$ cat config.mk
export PLATFORM = sky130hd
export DESIGN_NAME = fp_classify_sched_flat
export DESIGN_NICKNAME = d
export VERILOG_FILES = /design/src/rtl/fp_classify_sched_if.sv /design/src/rtl/fp_classify_sched.sv /design/src/flat_wrapper.sv
export SDC_FILE = /design/constraint.sdc
export NUM_CORES = 1
export LEC_CHECK = 0
export ABC_AREA = 1
export CORE_ASPECT_RATIO = 0.75
export CORE_MARGIN = 1.5
export CORE_UTILIZATION = 41
export DETAILED_ROUTE_END_ITERATION = 10
export PLACE_DENSITY = 0.77
export SLEW_MARGIN = 10
export SYNTH_ARGS = -nofsm -noshare
export SYNTH_HDL_FRONTEND = slang
export SYNTH_SLANG_ARGS = --single-unit
export TNS_END_PERCENT = 50
$ cat constraint.sdc
create_clock -name clk -period 1.9 [get_ports clk]
set_input_delay 0.285 -clock clk [delete_from_list [all_inputs] [get_ports clk]]
set_output_delay 0.285 -clock clk [all_outputs]
set_load 0.02 [all_outputs]
$ cat src/rtl/fp_classify_sched_if.sv
// Operand request bus and classified-result handoff bus of fp_classify_sched.
// The scheduler connects through the slave modport and the operand sources through master.
interface fp_classify_sched_if #(
    parameter int WIDTH = 16,
    parameter int NREQ  = 4
);
    localparam int ID_W = $clog2(NREQ);

    logic [NREQ-1:0]       req_valid;
    logic [NREQ*WIDTH-1:0] req_data;
    logic [NREQ-1:0]       req_ready;
    logic                  out_valid;
    logic                  out_ready;
    logic [ID_W-1:0]       out_id;
    logic [WIDTH-1:0]      out_data;
    logic [9:0]            out_class;

    modport master (
        output req_valid, req_data, out_ready,
        input  req_ready, out_valid, out_id, out_data, out_class
    );

    modport slave (
        input  req_valid, req_data, out_ready,
        output req_ready, out_valid, out_id, out_data, out_class
    );
endinterface

$ cat src/rtl/fp_classify_sched.sv
// Round-robin sharing of one IEEE-754 classifier among NREQ operand sources.
// Results go to a one-entry output register, and a saturating counter tracks handed-off snans.
module fp_classify_sched #(
    parameter int WIDTH = 16,
    parameter int NREQ  = 4,
    parameter int CNT_W = 16
) (
    input  logic               clk,
    input  logic               rst,
    fp_classify_sched_if.slave bus,
    input  logic               cnt_clr,
    output logic [CNT_W-1:0]   snan_cnt
);
    localparam int ID_W  = $clog2(NREQ);
    localparam int EXP_W = (WIDTH == 64) ? 11 : (WIDTH == 32) ? 8 : 5;
    localparam int MAN_W = WIDTH - 1 - EXP_W;

    // Class bit order: snan, qnan, -inf, -norm, -denorm, -0, +0, +denorm, +norm, +inf.
    function automatic logic [9:0] classify(input logic [WIDTH-1:0] v);
        logic             sign;
        logic [EXP_W-1:0] e;
        logic [MAN_W-1:0] m;
        logic [9:0]       c;
        sign = v[WIDTH-1];
        e    = v[WIDTH-2 -: EXP_W];
        m    = v[MAN_W-1:0];
        c    = '0;
        if (&e) begin
            if (m != '0) begin
                if (m[MAN_W-1]) c[1] = 1'b1;
                else            c[0] = 1'b1;
            end else if (sign) c[2] = 1'b1;
            else               c[9] = 1'b1;
        end else if (e == '0) begin
            if (m == '0) begin
                if (sign) c[5] = 1'b1;
                else      c[6] = 1'b1;
            end else if (sign) c[4] = 1'b1;
            else               c[7] = 1'b1;
        end else if (sign) c[3] = 1'b1;
        else               c[8] = 1'b1;
        return c;
    endfunction

    logic [ID_W-1:0]  ptr;
    logic [ID_W-1:0]  gidx;
    logic             found;
    logic             load;
    logic             accept;
    logic [WIDTH-1:0] sel_data;
    logic [ID_W-1:0]  ptr_next;

    // NOTE: every always_comb output gets a default first so no path leaves it unassigned (no latch).
    always_comb begin : arb
        logic [ID_W:0] s;
        found = 1'b0;
        gidx  = '0;
        s     = '0;
        for (int k = 0; k < NREQ; k++) begin
            s = {1'b0, ptr} + (ID_W+1)'(k);
            if (s >= (ID_W+1)'(NREQ)) s = s - (ID_W+1)'(NREQ);
            if (!found && bus.req_valid[s[ID_W-1:0]]) begin
                found = 1'b1;
                gidx  = s[ID_W-1:0];
            end
        end
    end

    always_comb begin
        load          = !bus.out_valid || bus.out_ready;
        accept        = load && found && !rst;
        sel_data      = bus.req_data[gidx*WIDTH +: WIDTH];
        ptr_next      = (gidx == ID_W'(NREQ-1)) ? '0 : gidx + 1'b1;
        bus.req_ready = '0;
        if (accept) bus.req_ready[gidx] = 1'b1;
    end

    // NOTE: sequential state uses non-blocking assignments so every register samples pre-edge values.
    always_ff @(posedge clk) begin
        if (rst) begin
            bus.out_valid <= 1'b0;
            bus.out_id    <= '0;
            bus.out_data  <= '0;
            bus.out_class <= '0;
            snan_cnt      <= '0;
            ptr           <= '0;
        end else begin
            if (load) begin
                bus.out_valid <= accept;
                if (accept) begin
                    bus.out_id    <= gidx;
                    bus.out_data  <= sel_data;
                    bus.out_class <= classify(sel_data);
                    ptr           <= ptr_next;
                end
            end
            // Clear beats a coincident increment; the count sticks at all-ones.
            if (cnt_clr)
                snan_cnt <= '0;
            else if (bus.out_valid && bus.out_ready && bus.out_class[0] && snan_cnt != '1)
                snan_cnt <= snan_cnt + 1'b1;
        end
    end
endmodule

$ cat src/flat_wrapper.sv
// flat-port wrapper written by rule: the top's interface ports become plain ports
module fp_classify_sched_flat 
#(
    parameter int WIDTH = 16,
    parameter int NREQ  = 4,
    parameter int CNT_W = 16
)
  (clk, rst, cnt_clr, snan_cnt, bus_req_valid, bus_req_data, bus_out_ready, bus_req_ready, bus_out_valid, bus_out_id, bus_out_data, bus_out_class);
  fp_classify_sched_if #(.WIDTH(WIDTH), .NREQ(NREQ)) bus_i ();
  input  logic clk;
  input  logic rst;
  input  logic cnt_clr;
  output logic [CNT_W-1:0] snan_cnt;
  input wire logic [$bits(bus_i.req_valid)-1:0] bus_req_valid;
  input wire logic [$bits(bus_i.req_data)-1:0] bus_req_data;
  input wire logic [$bits(bus_i.out_ready)-1:0] bus_out_ready;
  output wire logic [$bits(bus_i.req_ready)-1:0] bus_req_ready;
  output wire logic [$bits(bus_i.out_valid)-1:0] bus_out_valid;
  output wire logic [$bits(bus_i.out_id)-1:0] bus_out_id;
  output wire logic [$bits(bus_i.out_data)-1:0] bus_out_data;
  output wire logic [$bits(bus_i.out_class)-1:0] bus_out_class;
  assign bus_i.req_valid = bus_req_valid;
  assign bus_i.req_data = bus_req_data;
  assign bus_i.out_ready = bus_out_ready;
  assign bus_req_ready = bus_i.req_ready;
  assign bus_out_valid = bus_i.out_valid;
  assign bus_out_id = bus_i.out_id;
  assign bus_out_data = bus_i.out_data;
  assign bus_out_class = bus_i.out_class;
  fp_classify_sched #(.WIDTH(WIDTH), .NREQ(NREQ), .CNT_W(CNT_W)) u_core (.clk(clk), .rst(rst), .bus(bus_i), .cnt_clr(cnt_clr), .snan_cnt(snan_cnt));
endmodule
### After elaboration in Yosys (flattened, before gate mapping)

Index checks and enable logic that the tools add are counted.

| operators by class | value |
|---|---|
| add/subtract/negate cells | 9 |
| order comparisons | 10 |
| equal/unequal tests | 2 |
| shifts and indexed selects | 1 |
| mux-type cells | 40 |
| reduce and logical (&&, ||, !) cells | 21 |

Operators with widths:

| kind | count |
|---|---|
| $shiftx A64 B7 Y16 | 1 |
| $mux W2 | 11 |
| $mux W1 | 20 |
| $add A16 B1 Y16 const B | 1 |
| $ne A16 B16 Y1 const B | 1 |
| $lt A2 B3 Y1 const B | 5 |
| $logic_not A10 Y1 | 1 |
| $reduce_bool A10 Y1 | 1 |
| $ge A3 B3 Y1 const B | 3 |
| $logic_and A1 B1 Y1 | 9 |
| $bmux W1 S2 | 4 |
| $mux W4 | 2 |
| $sub A2 B1 Y2 const B | 4 |
| $add A2 B2 Y3 const B | 2 |
| $mux W6 | 1 |
| $logic_not A1 Y1 | 5 |
| $logic_not A5 Y1 | 1 |
| $reduce_and A5 Y1 | 1 |
| $add A2 B1 Y3 const B | 1 |
| $ge A2 B3 Y1 const B | 1 |
| $mux W3 | 1 |
| $add A2 B1 Y2 const B | 1 |
| $demux W1 S2 | 1 |
| $eq A2 B2 Y1 const B | 1 |
| 4 further kinds | 4 |

| storage, ports and cells | value |
|---|---|
| register bits | 47 |
| input bits | 72 |
| word-level logic and storage cells | 89 |

### Longest topological paths before layout

Gate-level depths: netlist (run 1).

| depth | value |
|---|---|
| word-level depth | 19 |
| depth in mapped cells | 20 |

### Worst setup path after synthesis (run 1)

Ideal clock, no wire load.

| timing path | value |
|---|---|
| path kind | register to output |
| from | reg u_core.ptr[0] |
| to | out bus_req_ready[0] |
| arrival | 1877 ps |
| required time | 1615 ps |
| slack | -262 ps |
| stages on the path, launching flop included | 13 |
| buffers on the path | 4 |
| cell sequence | dfxtp_1 > buf_4 > nand2_1 > nand2_2 > nand2_1 > nand2_1 > nor2_4 > nand3_2 > buf_6 > buf_4 > nand3_2 > clkbuf_1 > nor2_1 |

| between the ends | value |
|---|---|
| longest elaborated chain between the ends | 19 |
| elaborated cells between the ends (all ways) | 45 |
| classes of those cells | add/sub (7); order compare (6); mux (23); reduce/logical (9) |

RTL lines:

| item | RTL line | RTL |
|---|---|---|
| from (decl) | fp_classify_sched.sv:45 | `logic [ID_W-1:0] ptr;` |
| from (signal assigned) | fp_classify_sched.sv:94 | `ptr <= ptr_next;` |
| branches (longest 18 deep; another with $add A2 B1 Y3) | n/a |  |
| $mux W4 (*) | fp_classify_sched.sv:75 | `if (accept) bus.req_ready[gidx] = 1'b1;` |
| to (decl) | flat_wrapper.sv:17 | `output wire logic [$bits(bus_i.req_ready)-1:0] bus_req_ready;` |

Every way passes the cells marked *. The select of a mux whose other input is x is not followed.

### Worst setup path in the final report (run 1)

| timing path | value |
|---|---|
| from | reg u_core.ptr[0] |
| to | reg u_core.bus.out_class[5] |

| between the ends | value |
|---|---|
| longest elaborated chain between the ends | 19 |
| elaborated cells between the ends (all ways) | 48 |
| classes of those cells | add/sub (7); order compare (4); shift (1); mux (24); reduce/logical (12) |

RTL lines:

| item | RTL line | RTL |
|---|---|---|
| branches (longest 19 deep; another with $add A2 B1 Y3) | n/a |  |
| to (signal assigned) | fp_classify_sched.sv:93 | `bus.out_class <= classify(sel_data);` |
| to (decl) | fp_classify_sched_if.sv:25 | `output req_ready, out_valid, out_id, out_data, out_class` |

Parallel ways; which one is timed is not known. The select of a mux whose other input is x is not followed.
A chain may end at the register's enable or synchronous reset.

==> results.txt, run 1 <==
R2r setup slk -> -0.80 ns
Synthesized flop and latch total -> 47
Share of cells above drive strength 1 -> 34.0%
Number of fill cells in the layout -> 474
Vias per inst -> 5.73
Final HPWL DP -> 8290 µm
Htree depth -> 2
Setup WS pre-CTS -> -0.864 ns
Worst path slowest cell -> dfxtp_4
Die W -> 106 µm
YS warnings -> 0
Synthesized area -> 3280 µm²
Cell Chain, Critical Path -> buf_12, nand2_4, nand2_2, nand2_2, nand2_2, nor2_4, nand3_2, nand3_4, nand2_8, clkinv_8, buf_12, buf_6, nand3_1, nand2_2, nand4_4, nor2_4, nand2_1, a21oi_1
Synthesized Nets -> 621
MaxCap Viol Count -> 0
Clock share of power -> 7.0%
Worst-case clock skew -> 0.00431 ns
CORE AREA -> 7810 µm²
Overall Power -> 12.8 mW
Initial DRC count -> 395
Pint -> 6.52 mW
Number of CTS-inserted buffers -> 5
Area of the multi-input gates -> 2540 µm²
DR vias -> 4,798
Synth Area per Inst -> 6.02 µm²
Final worst slack -> -0.798 ns
Total detailed-routing wirelength -> 15,700 µm
Area post-placement -> 4980 µm²
Period utilisation layout -> 142%
GPL Wtd Cong -> 0.909
WP data arrival -> 2.92 ns
CTS Buffer Depth -> 2
Area grow syn2layout -> 92.6%
Slew Limit Fails -> 0
Comb power frac -> 82.4%
Fmax -> 0.371 GHz
CP dominant cell by count -> nand2_2
CTS Sinks -> 47
Setup TNS -> -17.05 ns
Largest stage delay on the critical path -> 0.39 ns
Max VDD drop -> 0.00110 V
Initial Util -> 41.9%
Buffers & Inverters on Critical Path -> 4
WL/cell -> 18.8 µm
N_diodes -> 0
Clock Pin Slew Worst Setup and Hold Paths -> 0.09 ns
Sw power -> 6.31 mW
Commonest cells after routing, fill and taps aside -> nand2_1, clkdlybuf4s50_1, inv_1
Setup repair after global routing missed its margin -> yes
Total die area -> 8540 µm²
Power Dens Cells -> 2030 nW/µm²
Sequential fraction of design power -> 10.6%
Worst-path fanout max -> 9
# placed instances -> 794
Clock tree from TritonCTS -> yes
Row cnt -> 28
Critical Path Source Type -> flip-flop
Hold WC Path Type -> flip-flop to flip-flop
Max-slew headroom -> 78.7%
Fin crit period -> 2.70 ns
Antenna viol nets, final -> 0
Final nets -> 809
Setup violations, final -> 38
Gr usage total -> 27.6%
Worst-Margin Slew -> 0.317 ns
Status -> finished with violations
Largest net degree at the start of global routing -> 24
Failing checks -> negative setup slack
Cts hold-fix bufs -> 0
Pre-Repair DR Iteration Count -> 5
Fin util -> 80.7%
Final Hold Fails -> 0
Initial antenna violation count -> 0
Vias in the first global route -> 4,119
Cell family with most CP delay -> simple AND/OR/NAND/NOR gates
Total gr overflow -> 0
Port Buffers -> 120
FF/Latch Area -> 957 µm²
Commonest non-fill, non-tap cell in the layout -> nand2_1
Die height -> 80.4 µm
Leakage -> 2.77 nW
First-pass GRT wire length -> 19,000 µm
Distinct cells, synth -> 31
Worst setup path category -> flip-flop to flip-flop
Sw frac -> 49.2%
Register area share after synthesis -> 28.7%
Post-route cell area -> 6310 µm²
CTS root buffer -> clkbuf_8
Required time of the critical path -> 2.13 ns
# IOs -> 121
Clock Latency Late Sink -> 0.31 ns
WHS -> 0.464 ns
Cell Count, Final, Fillers Out -> 838
Residual DRC -> 0
Worst Setup End Kind -> flip-flop
Cells after synthesis -> 544
==> power groups by stage <==
stage	clock (mW)	sequential, mW	combinational, mW
2_1_floorplan	0	1.53	3.85
3_3_place_gp	0	1.33	6.08
3_5_place_dp	0	1.34	6.16
4_1_cts	0.878	1.32	7.29
5_1_grt	0.924	1.37	11.1
6_report	0.899	1.36	10.6
==> cell usage after synthesis, drive strengths merged <==
| master | n | area, µm² |
|---|---|---|
| inv | 81 | 304 |
| nand3 | 68 | 368 |
| clkinv | 1 | 3.75 |
| a21oi | 24 | 120 |
| buf | 17 | 126 |
| nor2 | 36 | 145 |
| nor3 | 9 | 45.0 |
| nor4 | 3 | 18.8 |
| o211ai | 4 | 40.0 |
| clkbuf | 8 | 30.0 |
| o21ai | 32 | 160 |
| nand4 | 30 | 194 |
| xor2 | 2 | 17.5 |
| or2 | 1 | 6.26 |
| a31oi | 4 | 25.0 |
| and3 | 1 | 6.26 |
| dfxtp | 47 | 941 |
| nand2 | 171 | 662 |
| ha | 5 | 62.6 |
==> layout make-up <==
type | instances | share of cell area, %
clock buffer | 6 | 1.15
timing repair buffer | 205 | 35.0
inverter | 82 | 5.42
multi-input combinational | 391 | 40.2
tap | 105 | 2.08
sequential | 47 | 15.2
clock inverter | 2 | 0.952
==> kinds of logic (layout without fill, tap and decap cells) <==
group,after synthesis,after routing,synth area share [%]
AND/OR/NAND/NOR,319,320,44.1
flip-flops,47,47,28.7
adder cells (fa/ha/maj),5,5,1.91
AO/OA/AOI/OAI,64,64,10.5
buffers and inverters,107,295,14.2
XOR/XNOR,2,2,0.535
==> worst paths after layout <==
path                      startpoint  cells after the start                 endpoint
setup reg to reg       u_core.ptr[0]                     18  u_core.bus.out_class[5]
setup / recovery       u_core.ptr[0]                     18  u_core.bus.out_class[5]
hold / removal    u_core.snan_cnt[8]                      1       u_core.snan_cnt[8]
hold reg to reg   u_core.snan_cnt[8]                      1       u_core.snan_cnt[8]
==> repair_timing <==
item	CTS	global route
pin swaps	18	55
endpoints found under the setup margin	36	43
gates resized for setup	80	145
cloned	3	9
setup buffers	10	17
==> state kept, by name, summed over array words and instances, names as in the netlist <==
| name | count |
|---|---|
| u_core.bus.out_class | 10 |
| u_core.bus.out_data | 16 |
| u_core.bus.out_id | 2 |
| u_core.bus.out_valid | 1 |
| u_core.ptr | 2 |
| u_core.snan_cnt | 16 |
==> per-layer routing <==
layer	global-route usage, %	part of all wire [%]
met4	10.5	5.5
met3	4.95	8.0
met2	48.6	49
met5	0	0
met1	33.5	38
Power figures use the tool's default switching activity.
==> run 2: changes to the inputs <==
Settings changed: TNS_END_PERCENT 50 to 5.
==> run 2 against run 1 <==
  * Register-to-register slack better by 0.12 ns
  * Clock power down 3.1%
  * Utilization down 4.7 points
  * Die area unchanged
  * The run still ends with negative setup slack left
  * Fmax up 4.6%
  * Combinational power down 11%
  * Highest routed layer unchanged
  * Sequential share of layout area up 0.80 points
==> results.txt, run 2 (synthesis gave the netlist of run 1 again) <==
Status -> finished with violations
Failing checks -> negative setup slack
# IOs -> 121 (unchanged)
Area grow syn2layout -> 81.4%
Final Hold Fails -> 0 (unchanged)
Top Registers -> u_core.bus.out_data x16, u_core.snan_cnt x16, u_core.bus.out_class x10
Initial Util -> 41.9% (unchanged)
First-pass GRT wire length -> 17,600 µm (-7.5%)
WL/cell -> 15.7 µm (-16%)
Hold Startpoint -> u_core.bus.out_class[2]
Critical Path Source Type -> flip-flop
Clock Pin Slew Worst Setup and Hold Paths -> 0.10 ns (about the same)
Htree depth -> 2 (unchanged)
Commonest non-fill, non-tap cell in the layout -> nand2_1
Leakage -> 2.58 nW (-6.9%)
Residual DRC -> 0 (unchanged)
N_diodes -> 0 (unchanged)
Die W -> 106 µm (unchanged)
Cell Count, Final, Fillers Out -> 817 (-2.5%)
Final nets -> 788 (-2.6%)
Slew Limit Fails -> 0 (unchanged)
Commonest cells after routing, fill and taps aside -> nand2_1, clkdlybuf4s50_1, inv_1
Share of cells above drive strength 1 -> 31.0% (-2.9 points)
Clock tree from TritonCTS -> yes
Port Buffers -> 120 (unchanged)
Cts hold-fix bufs -> 0 (unchanged)
Max VDD drop -> 0.00153 V (+40%)
Required time of the critical path -> 2.13 ns (about the same)
Antenna viol nets, final -> 0 (unchanged)
WP data arrival -> 2.81 ns (-0.11 ns)
Worst Setup End Kind -> flip-flop
Clock Latency Late Sink -> 0.30 ns (about the same)
Initial DRC count -> 376 (-4.8%)
Final HPWL DP -> 8220 µm (-0.85%)
Worst-path fanout max -> 6 (-3)
Worst-case clock skew -> 0.0175 ns (+0.0132 ns)
Vias in the first global route -> 3,903 (-5.2%)
Setup violations, final -> 34 (-11%)
CTS Sinks -> 47 (unchanged)
Initial antenna violation count -> 0 (unchanged)
CORE AREA -> 7810 µm² (unchanged)
Setup repair after global routing missed its margin -> yes
DR WL met2 -> 6310 µm (-18%)
Final worst slack -> -0.679 ns (+0.119 ns)
# placed instances -> 787 (-0.88%)
Fin crit period -> 2.58 ns (-0.119 ns)
Fmax -> 0.388 GHz (+4.6%)
Vias per inst -> 5.38 (-6.0%)
MaxCap Viol Count -> 0 (unchanged)
Power Dens Cells -> 1960 nW/µm² (-3.5%)
Hold WC Path Type -> flip-flop to flip-flop
Gr usage total -> 25.6% (-2.0 points)
DR vias -> 4,396 (-8.4%)
Total die area -> 8540 µm² (unchanged)
Overall Power -> 11.7 mW (-9.1%)
Critical R2R Launch -> u_core.ptr[0]
Number of fill cells in the layout -> 545 (+15%)
CTS Buffer Depth -> 2 (unchanged)
Largest net degree at the start of global routing -> 27 (+13%)
Die height -> 80.4 µm (unchanged)
Max-slew headroom -> 75.9% (-2.8 points)
Number of CTS-inserted buffers -> 5 (unchanged)
Row cnt -> 28 (unchanged)
Met3 routed WL -> 981 µm (-23%)
Top Metal Used -> met4
CTS root buffer -> clkbuf_8
Total gr overflow -> 0 (unchanged)
GPL Wtd Cong -> 0.944 (+3.8%)
Pre-Repair DR Iteration Count -> 5 (unchanged)
Worst-Margin Slew -> 0.358 ns (+0.0409 ns)
Total detailed-routing wirelength -> 12,900 µm (-18%)
Worst setup path category -> flip-flop to flip-flop
CP Launch Point -> u_core.ptr[0]
Period utilisation layout -> 136% (-6.3 points)
WL met1 -> 5210 µm (-12%)
run 2: path summary, 6_finish.rpt:
path | endpoint | slack (ns) | cells after the start
worst max register to register | u_core.bus.out_class[0] | -0.68 | 19
worst min-delay path | u_core.bus.out_class[2] | 0.46 | 2
worst min register to register | u_core.bus.out_class[2] | 0.46 | 2
worst max-delay path | u_core.bus.out_class[0] | -0.68 | 19
run 2: layout make-up:
cell class              count  area [µm²]  share of cell area (%)
inverters                  82         338                    5.68
flip-flops and latches     47         950                    16.0
clock inverters             2        60.1                    1.01
multi-input cells         390        2440                    41.1
well taps                 105         131                    2.21
repair buffers            185        1950                    32.8
clock buffers               6        72.6                    1.22
run 2: report_power, final:
group / internal (mW) / total, mW / switching [mW]
logic: 4.20 / 9.42 / 5.22
clock network: 0.526 / 0.871 / 0.344
registers: 1.20 / 1.37 / 0.172
run 2: metrics by stage:
stage	setup slack (ns)	setup TNS (ns)	hold WS [ns]	util (%)	area [µm²]
floorplan	-0.120	-1.44	0.347	-	3350
global placement	-0.753	-19.73	0.454	62.3	4870
detailed placement	-0.895	-23.78	0.457	62.3	4870
CTS	-0.484	-9.11	0.468	67.9	5300
global route	-0.784	-16.72	0.482	76.1	5940
finish	-0.679	-13.55	0.462	76.1	5940
run 2: worst max-delay path, stage by stage (launching register included):
cell	delay, ns
dfxtp_4	0.42
buf_6	0.15
nand2_4	0.07
nand3_4	0.10
nand2_4	0.08
nor2_4	0.21
nand3_2	0.13
nand3_2	0.09
nand2_4	0.11
clkinv_8	0.11
buf_12	0.13
nand3_2	0.08
nand2_2	0.12
buf_6	0.12
nand2_4	0.05
nor2_4	0.14
nand3_2	0.12
nor2_2	0.13
nand2_2	0.06
a21oi_2	0.10
run 2: per-layer routing:
metal,track usage (%),up-vias
met5,0,-
li1,-,2092
met4,8.11,0
met3,5.60,36
met1,31.7,2036
met2,44.3,232
run 2: what timing repair did:
action / in CTS / in global routing
gates cloned: 3 / 4
endpoints found under the setup margin: 34 / 41
gates resized for setup: 85 / 132
setup buffers: 3 / 12
pin swaps: 12 / 58
==> run 3: changes to the inputs <==
Settings changed: SKIP_CTS_REPAIR_TIMING set to 1.
==> run 3 against run 2 <==
  * The run still ends with negative setup slack left
  * Total power down 25%
  * Register-to-register slack better by 0.20 ns
  * Global-route usage fell by 1.8 points
  * Hold slack worse by 0.0014 ns
  * Sequential power barely moved
  * Critical path type is now flip-flop to primary output
  * Critical endpoint is now bus_req_ready[2]
==> results.txt, run 3 (synthesis gave the netlist of run 1 again) <==
Status -> finished with violations
Failing checks -> negative setup slack
CTS root buffer -> clkbuf_8
# placed instances -> 787 (unchanged)
DR vias -> 4,109 (-6.5%)
Max-slew headroom -> 78.5% (+2.6 points)
N_diodes -> 0 (unchanged)
WHS -> 0.460 ns (-0.00143 ns)
Period utilisation layout -> 128% (-7.4 points)
CTS Buffer Depth -> 2 (unchanged)
Setup violations, final -> 32 (-5.9%)
Clock Latency Late Sink -> 0.30 ns (about the same)
Final worst slack -> -0.539 ns (+0.140 ns)
Largest net degree at the start of global routing -> 45 (+67%)
Total detailed-routing wirelength -> 10,800 µm (-16%)
WL/cell -> 13.5 µm (-15%)
Max VDD drop -> 0.00121 V (-21%)
Port Buffers -> 120 (unchanged)
Die W -> 106 µm (unchanged)
Commonest cells after routing, fill and taps aside -> nand2_1, clkdlybuf4s50_1, inv_1
Htree depth -> 2 (unchanged)
Worst-Margin Slew -> 0.319 ns (-0.0389 ns)
Critical R2R Launch -> u_core.ptr[0]
Worst path slowest cell -> dfxtp_4
Setup repair after global routing missed its margin -> yes
Worst-case reg-to-reg path depth -> 16 (-3)
First-pass GRT wire length -> 16,500 µm (-6.2%)
Die height -> 80.4 µm (unchanged)
Hold WC Path Type -> flip-flop to flip-flop
Gr usage total -> 23.8% (-1.8 points)
Initial DRC count -> 243 (-35%)
Initial Util -> 41.9% (unchanged)
CORE AREA -> 7810 µm² (unchanged)
Number of CTS-inserted buffers -> 5 (unchanged)
Final nets -> 770 (-2.3%)
Vias per inst -> 5.14 (-4.4%)
Total die area -> 8540 µm² (unchanged)
Clock Pin Slew Worst Setup and Hold Paths -> 0.09 ns (about the same)
Worst-path fanout max -> 6 (unchanged)
Leakage -> 2.31 nW (-10%)
Pre-Repair DR Iteration Count -> 5 (unchanged)
MaxCap Viol Count -> 0 (unchanged)
Fmax -> 0.410 GHz (+5.7%)
Largest stage delay on the critical path -> 0.40 ns (-0.02 ns)
Worst setup path category -> flip-flop to primary output
Crit path to -> bus_req_ready[2]
CP dominant cell by count -> nand2_2
R2r setup slk -> -0.48 ns (+0.20 ns)
Residual DRC -> 0 (unchanged)
Top Registers -> u_core.bus.out_data x16, u_core.snan_cnt x16, u_core.bus.out_class x10
Row cnt -> 28 (unchanged)
Final HPWL DP -> 8220 µm (unchanged)
Worst-case clock skew -> 0.0129 ns (-0.00460 ns)
WP data arrival -> 2.15 ns (-0.66 ns)
Number of fill cells in the layout -> 680 (+25%)
GPL Wtd Cong -> 0.944 (unchanged)
Vias in the first global route -> 3,714 (-4.8%)
Worst Setup End Kind -> primary output
Worst R2R End -> u_core.bus.out_class[6]
Cell Chain, Critical Path -> buf_4, nand2_2, nand3_1, nand2_2, nand2_2, nand2_2, nand2_4, nand3_4, buf_4, ha_1, inv_1, nor2_4, clkbuf_2
Antenna viol nets, final -> 0 (unchanged)
CP Launch Point -> u_core.ptr[0]
Power Dens Cells -> 1680 nW/µm² (-15%)
Slew Limit Fails -> 0 (unchanged)
Cell Count, Final, Fillers Out -> 799 (-2.2%)
Commonest non-fill, non-tap cell in the layout -> nand2_1
Fin crit period -> 2.44 ns (-0.140 ns)
Initial antenna violation count -> 0 (unchanged)
Required time of the critical path -> 1.62 ns (-0.51 ns)
Fin util -> 66.5% (-9.6 points)
Critical Path Source Type -> flip-flop
# IOs -> 121 (unchanged)
Area grow syn2layout -> 58.5%
Share of cells above drive strength 1 -> 17.0% (-14 points)
CTS Sinks -> 47 (unchanged)
Total gr overflow -> 0 (unchanged)
Clock tree from TritonCTS -> yes
Final Hold Fails -> 0 (unchanged)
## run 3: final cells by class
| type | instances | area (µm²) | area share (%) |
|---|---|---|---|
| clock buffers | 6 | 72.6 | 1.40 |
| clock inverters | 2 | 60.1 | 1.16 |
| inverters | 82 | 320 | 6.17 |
| multi-input cells | 390 | 2030 | 39.0 |
| flip-flops and latches | 47 | 947 | 18.2 |
| well taps | 105 | 131 | 2.53 |
| repair buffers | 167 | 1630 | 31.5 |
## run 3: metrics by stage
step	power [mW]	setup TNS (ns)	setup WS [ns]	cell area, µm²
3_5_place_dp	7.08	-23.78	-0.895	4870
2_1_floorplan	5.10	-1.44	-0.120	3350
6_report	8.71	-9.42	-0.539	5190
5_1_grt	9.40	-15.30	-0.709	5190
4_1_cts	7.96	-16.42	-0.982	5000
3_3_place_gp	6.93	-19.73	-0.753	4870
## run 3: critical path, delay by kind of cell (launching register included)
kind | cells | cell delay, ns
buffers and inverters | 4 | 0.56
AND/OR/NAND/NOR | 8 | 0.73
flip-flops | 1 | 0.40
adder cells (fa/ha/maj) | 1 | 0.18
## run 3: worst min path at each step
stage,cells past startpoint,slack [ns],to,startpoint
2_1_floorplan,1,0.35,u_core.ptr[0],rst
3_3_place_gp,2,0.45,u_core.bus.out_class[7],u_core.bus.out_class[7]
3_5_place_dp,2,0.46,u_core.bus.out_class[2],u_core.bus.out_class[2]
4_1_cts,2,0.47,u_core.bus.out_class[2],u_core.bus.out_class[2]
5_1_grt,1,0.48,u_core.snan_cnt[8],u_core.snan_cnt[8]
6_report,1,0.46,u_core.snan_cnt[8],u_core.snan_cnt[8]
## run 3: power by group
group	switching (mW)	total [mW]	internal [mW]
combinational	3.77	6.50	2.73
clock	0.333	0.859	0.526
sequential	0.151	1.34	1.19
## run 3: routing by layer
metal	part of all wire [%]	GRT usage, %	up-vias
met4	2.1	6.62	0
met5	0	0	-
li1	-	-	2050
met1	43	28.9	1888
met2	48	42.1	151
met3	6.6	5.76	20
